==> config.mk <==
export PLATFORM = sky130hd
export DESIGN_NAME = wam_diff_ctl
export DESIGN_NICKNAME = d
export VERILOG_FILES = /design/src/rtl/wam_pkg.sv /design/src/rtl/wam_edge.sv /design/src/rtl/wam_diff_ctl.sv
export SDC_FILE = /design/constraint.sdc
export NUM_CORES = 1
export LEC_CHECK = 0
export CORE_MARGIN = 1
export CORE_UTILIZATION = 30
export CTS_CLUSTER_DIAMETER = 120
export CTS_CLUSTER_SIZE = 40
export DETAILED_ROUTE_END_ITERATION = 7
export GPL_TIMING_DRIVEN = 1
export PLACE_DENSITY_LB_ADDON = 0.15
export SLEW_MARGIN = 20
export SYNTH_ARGS = -nofsm -noshare
export SYNTH_HDL_FRONTEND = slang
export SYNTH_SLANG_ARGS = --single-unit
==> constraint.sdc <==
create_clock -name clk -period 5.6 [get_ports clk]
set_input_delay 1.12 -clock clk [delete_from_list [all_inputs] [get_ports clk]]
set_output_delay 1.12 -clock clk [all_outputs]
set_load 0.05 [all_outputs]
==> src/rtl/wam_pkg.sv <==
// Shared difficulty tables and limits for the whack-a-mole difficulty controller.
// Levels beyond the table fall back to a fixed default lifetime/ratio pair.
package wam_pkg;

  localparam int MAX_NLVL = 16;
  localparam int TBL_LEN  = 11;

  localparam logic [3:0] DEF_AGE = 4'd7;
  localparam logic [7:0] DEF_RTO = 8'd70;

  localparam logic [3:0] AGE_TBL [TBL_LEN] = '{
    4'd14, 4'd11, 4'd9, 4'd7, 4'd6, 4'd5, 4'd4, 4'd4, 4'd3, 4'd3, 4'd2
  };

  localparam logic [7:0] RTO_TBL [TBL_LEN] = '{
    8'd42, 8'd62, 8'd76, 8'd87, 8'd93, 8'd96, 8'd93, 8'd87, 8'd76, 8'd61, 8'd93
  };

  typedef enum logic [1:0] {
    DIR_HOLD,
    DIR_UP,
    DIR_DOWN
  } dir_e;

  function automatic logic [3:0] age_lut(input logic [3:0] lvl);
    if (lvl < 4'(TBL_LEN)) return AGE_TBL[lvl];
    return DEF_AGE;
  endfunction

  function automatic logic [7:0] rto_lut(input logic [3:0] lvl);
    if (lvl < 4'(TBL_LEN)) return RTO_TBL[lvl];
    return DEF_RTO;
  endfunction

endpackage

==> src/rtl/wam_edge.sv <==
// Rising-edge detector for a level-held button. The history flop resets high so a
// button held through reset release does not register as a press.
module wam_edge (
  input  logic clk,
  input  logic clr,
  input  logic in,
  output logic rise
);

  logic in_q;

  always_ff @(posedge clk or posedge clr) begin
    if (clr) in_q <= 1'b1;
    else     in_q <= in;
  end

  assign rise = in & ~in_q;

endmodule

==> src/rtl/wam_diff_ctl.sv <==
// Difficulty level controller: buttons and hit/miss streaks move a saturating level.
// Define WAM_DIFF_AUTO_EASE_EN to build the miss-streak counter that lowers the level.
module wam_diff_ctl
  import wam_pkg::*;
#(
  parameter int NLVL        = 11,
  parameter int LW          = 4,
  parameter int HIT_STREAK  = 4,
  parameter int MISS_STREAK = 3
) (
  input  logic          clk,
  input  logic          clr,
  input  logic          lft,
  input  logic          rgt,
  input  logic          hit,
  input  logic          miss,
  output logic [LW-1:0] hrdn,
  output logic [3:0]    age,
  output logic [7:0]    rto,
  output logic          lvl_chg,
  output logic          at_max,
  output logic          at_min
);

  if (NLVL < 2 || NLVL > MAX_NLVL || LW != $clog2(NLVL) ||
      HIT_STREAK < 1 || HIT_STREAK > 15 || MISS_STREAK < 1 || MISS_STREAK > 15) begin : g_bad_cfg
    $error("wam_diff_ctl: illegal parameter combination");
  end

  logic          lft_rise, rgt_rise;
  logic          hit_v, miss_v, btn_edge;
  logic          hit_done, miss_done;
  logic          up_req, down_req;
  dir_e          dir;
  logic [3:0]    hit_cnt_q, hit_cnt_d;
  logic [LW-1:0] hrdn_q, hrdn_d;
  logic [3:0]    age_q;
  logic [7:0]    rto_q;
  logic          lvl_chg_q, at_max_q, at_min_q;
  logic [3:0]    lvl4_d;

  wam_edge u_lft_edge (.clk(clk), .clr(clr), .in(lft), .rise(lft_rise));
  wam_edge u_rgt_edge (.clk(clk), .clr(clr), .in(rgt), .rise(rgt_rise));

  // Simultaneous hit and miss is treated as noise; a button press restarts both streaks.
  assign hit_v    = hit & ~miss;
  assign miss_v   = miss & ~hit;
  assign btn_edge = lft_rise | rgt_rise;

  always_comb begin
    hit_done  = 1'b0;
    hit_cnt_d = hit_cnt_q;
    if (hit_v) begin
      if (hit_cnt_q == 4'(HIT_STREAK - 1)) begin
        hit_done  = 1'b1;
        hit_cnt_d = '0;
      end else begin
        hit_cnt_d = hit_cnt_q + 4'd1;
      end
    end
    if (miss_v)   hit_cnt_d = '0;
    if (btn_edge) hit_cnt_d = '0;
  end

`ifdef WAM_DIFF_AUTO_EASE_EN
  logic [3:0] miss_cnt_q, miss_cnt_d;

  always_comb begin
    miss_done  = 1'b0;
    miss_cnt_d = miss_cnt_q;
    if (miss_v) begin
      if (miss_cnt_q == 4'(MISS_STREAK - 1)) begin
        miss_done  = 1'b1;
        miss_cnt_d = '0;
      end else begin
        miss_cnt_d = miss_cnt_q + 4'd1;
      end
    end
    if (hit_v)    miss_cnt_d = '0;
    if (btn_edge) miss_cnt_d = '0;
  end

  always_ff @(posedge clk or posedge clr) begin
    if (clr) miss_cnt_q <= '0;
    else     miss_cnt_q <= miss_cnt_d;
  end
`else
  assign miss_done = 1'b0;
`endif

  assign up_req   = rgt_rise | hit_done;
  assign down_req = lft_rise | miss_done;

  always_comb begin
    dir = DIR_HOLD;
    if (up_req && !down_req)      dir = DIR_UP;
    else if (down_req && !up_req) dir = DIR_DOWN;
    hrdn_d = hrdn_q;
    case (dir)
      DIR_UP:   if (hrdn_q != LW'(NLVL - 1)) hrdn_d = hrdn_q + 1'b1;
      DIR_DOWN: if (hrdn_q != '0)            hrdn_d = hrdn_q - 1'b1;
      default:  hrdn_d = hrdn_q;
    endcase
    lvl4_d = 4'(hrdn_d);
  end

  // Table outputs are looked up from the next level so they move together with hrdn.
  always_ff @(posedge clk or posedge clr) begin
    if (clr) begin
      hit_cnt_q <= '0;
      hrdn_q    <= '0;
      age_q     <= age_lut(4'd0);
      rto_q     <= rto_lut(4'd0);
      lvl_chg_q <= 1'b0;
      at_max_q  <= 1'b0;
      at_min_q  <= 1'b1;
    end else begin
      hit_cnt_q <= hit_cnt_d;
      hrdn_q    <= hrdn_d;
      age_q     <= age_lut(lvl4_d);
      rto_q     <= rto_lut(lvl4_d);
      lvl_chg_q <= (hrdn_d != hrdn_q);
      at_max_q  <= (hrdn_d == LW'(NLVL - 1));
      at_min_q  <= (hrdn_d == '0);
    end
  end

  assign hrdn    = hrdn_q;
  assign age     = age_q;
  assign rto     = rto_q;
  assign lvl_chg = lvl_chg_q;
  assign at_max  = at_max_q;
  assign at_min  = at_min_q;

endmodule

==> impl_metrics.json <==
{
  "cts_resized": 0,
  "drt_pass1_iterations": 6,
  "syn_area_per_cell_um2": 9.79,
  "syn_inst": 154,
  "vias": 1174,
  "register_area_um2": 612,
  "synth_compound_area_share_pct": 17.1,
  "clk_latency_ps": 260,
  "synth_seq_area_share_pct": 40.6,
  "synth_top_area_share_pct": 24.9,
  "powerDensity_mw_per_mm2": 480,
  "clockBufferDepth": 2,
  "p_int_uw": 460,
  "ys_warn_count": 0,
  "antenna_cells": 0,
  "rsz0062_at_grt": "false",
  "viasPerCell": 4.93,
  "fin_crit_sh_pct": 69.6,
  "drv_slew": 0,
  "tightest_slew_ps": 907,
  "p_leak_uw": 0.000761,
  "die-height_um": 72.9,
  "cap_violations": 0,
  "drt_iter0_markers": 41,
  "pwr-share-clk_pct": 12.1,
  "pwr-share-comb_pct": 56.4,
  "drtAntennaViolNets": 0,
  "p_seq_share_pct": 31.5,
  "r2r_setup_slack_ps": 2420,
  "synth_edf_count": 0,
  "hold_class": "reg -> reg",
  "switching_power_uw": 407,
  "synth_top_family_by_area": "simple AND/OR/NAND/NOR gates",
  "syn_nets": 173,
  "synth.distinct_cells": 49,
  "drive_above_1_share_pct": 13.5,
  "grt_pass1_vias": 1088,
  "ioPinCount": 25,
  "drc_errors": 0,
  "async_flop_share_pct": 100,
  "final_area_mm2": 0.00181,
  "antenna_found_initial": 0,
  "cts_tree": "built",
  "start_kind": "input port",
  "fillCellCount": 475,
  "grt_overflow": 0,
  "chipWidth_um": 72.9,
  "clkSinkCount": 24,
  "routed_wl_um": 3130,
  "multi_input_area_um2": 786,
  "hold_violations": 0,
  "synth_fa_ha_area_share_pct": 10.8,
  "synthTopCellsByArea": "dfrtp_1, dfstp_2, ha_1, inv_1, nand2_1",
  "routedWlPerCell_um": 13.1,
  "p_sw_share_pct": 47.0,
  "synth_simple_gate_area_share_pct": 21.9,
  "max-slew-margin-rel_pct": 39.5,
  "synthMuxAreaShare_pct": 2.07,
  "fin_skew_ps": 4.63,
  "yosys.area.top_type": "dfrtp_1",
  "synth_xor_area_share_pct": 0,
  "crit_required_ps": 5770,
  "cts_hold_buf": 0,
  "root_buffer": "clkbuf_8",
  "clk_pin_slew_ps": 90,
  "grt_max_degree": 25,
  "place_area_mm2": 0.00176,
  "ctsHtreeMaxLevel": 1,
  "tns_ps": 0,
  "clock.fmax_mhz": 257,
  "post_cts_buffers": 0,
  "grt_usage_pct": 12.9,
  "cp-end-kind": "flip-flop",
  "cts_buffers": 3,
  "peakVddDrop_mv": 0.233,
  "arrival_ps": 4070,
  "min_period_ps": 3900,
  "synthTopCellsByCount": "dfrtp_1, ha_1, inv_1",
  "dp_hpwl_um": 2180,
  "io_buffers": 23,
  "grt_pass1_wl_um": 5270,
  "rows": 25,
  "core-area_mm2": 0.00479,
  "syn_area_mm2": 0.00151,
  "synthFlopType": "dfrtp_1",
  "initial_core_util_pct": 31.5,
  "die_area_mm2": 0.00531,
  "outcome": "complete, no violations",
  "worst-path-max-fanout": 10,
  "place.gp.congestion": 0.831,
  "area_delta_synth_final_pct": 19.8,
  "post-synth-top-count-cell": "dfrtp_1",
  "path_class": "in -> reg",
  "fin_nets": 191,
  "setup_violations": 0,
  "synth_seq_cells": 24
}
critical path: stages:
cell             delay [ps]
clkdlybuf4s50_1         480
inv_1                    50
ha_1                    170
a21oi_1                 180
ha_1                    340
inv_2                    90
o31a_1                  360
o22ai_2                 390
inv_1                   170
ha_1                    240
or3_1                   380
o221ai_1                 90
per-stage QoR:
step	std cells	hold WS (ps)	total power [µW]	utilization, %	setup slack, ps
after global placement	234	553	764	36.8	1440
after CTS	238	577	877	37.7	1700
after global routing	238	616	931	37.7	1520
after floorplan	154	527	637	-	2310
final	238	573	867	37.7	1700
after detailed placement	234	564	767	36.8	1450
cell type report:
| class | instances | area share, % |
|---|---|---|
| clock buffer | 4 | 2.49 |
| inverter | 13 | 2.70 |
| multi-input combinational | 107 | 43.5 |
| sequential | 24 | 33.9 |
| tap | 67 | 4.64 |
| timing repair buffer | 23 | 12.8 |
final timing paths:
check	start	end	cells after the start
min reg2reg	hit_cnt_q[3]	hit_cnt_q[2]	2
min in group asynchronous	clr	hit_cnt_q[3]	2
max	miss	rto[4]	12
max in group asynchronous	clr	hrdn[1]	2
max reg2reg	hit_cnt_q[0]	rto[4]	11
min	hit_cnt_q[3]	hit_cnt_q[2]	2
placed cells by master, fill, tap and decap left out, types with 3 or more instances in the layout:
master and instances:
a21oi_1 7, clkbuf_8 3, clkdlybuf4s50_1 23, dfrtp_1 15, dfstp_2 9, ha_1 13
inv_1 12, nand2_1 11, nand3_1 5, nor2_1 9, nor2b_1 3, nor3_1 4
nor3b_1 4, o21ai_0 8, o221ai_1 3, or3_1 4
power by group through the flow:
stage               logic [µW]  clock network (µW)  registers (µW)
global route               531                 120             280
detailed placement         490                   0             276
CTS                        493                 110             274
global placement           488                   0             276
finish                     489                 105             273
floorplan                  217                   0             420
registers in the layout, summed over array words and instances (netlist names):
register,flops
at_max,1
hrdn,4
u_lft_edge.in_q,1
at_min,1
hit_cnt_q,4
age,4
u_rgt_edge.in_q,1
rto,7
lvl_chg,1
metal layers:
metal  share of wire, %  global-route usage (%)  wire length (µm)
met1                 46                    17.5              1450
met2                 49                    20.7              1530
met3                3.6                    3.45               114
met4                1.1                    2.61                34
met5                  0                       0                 0
cell families after synthesis:
logic type	after synthesis
AOI/OAI and AO/OA	35
DFF	24
adders and majority gates	13
other	1
and+or+nand+nor	55
muxes	3
buffers and inverters	23
No activity file was read; power rests on OpenSTA's default activity.
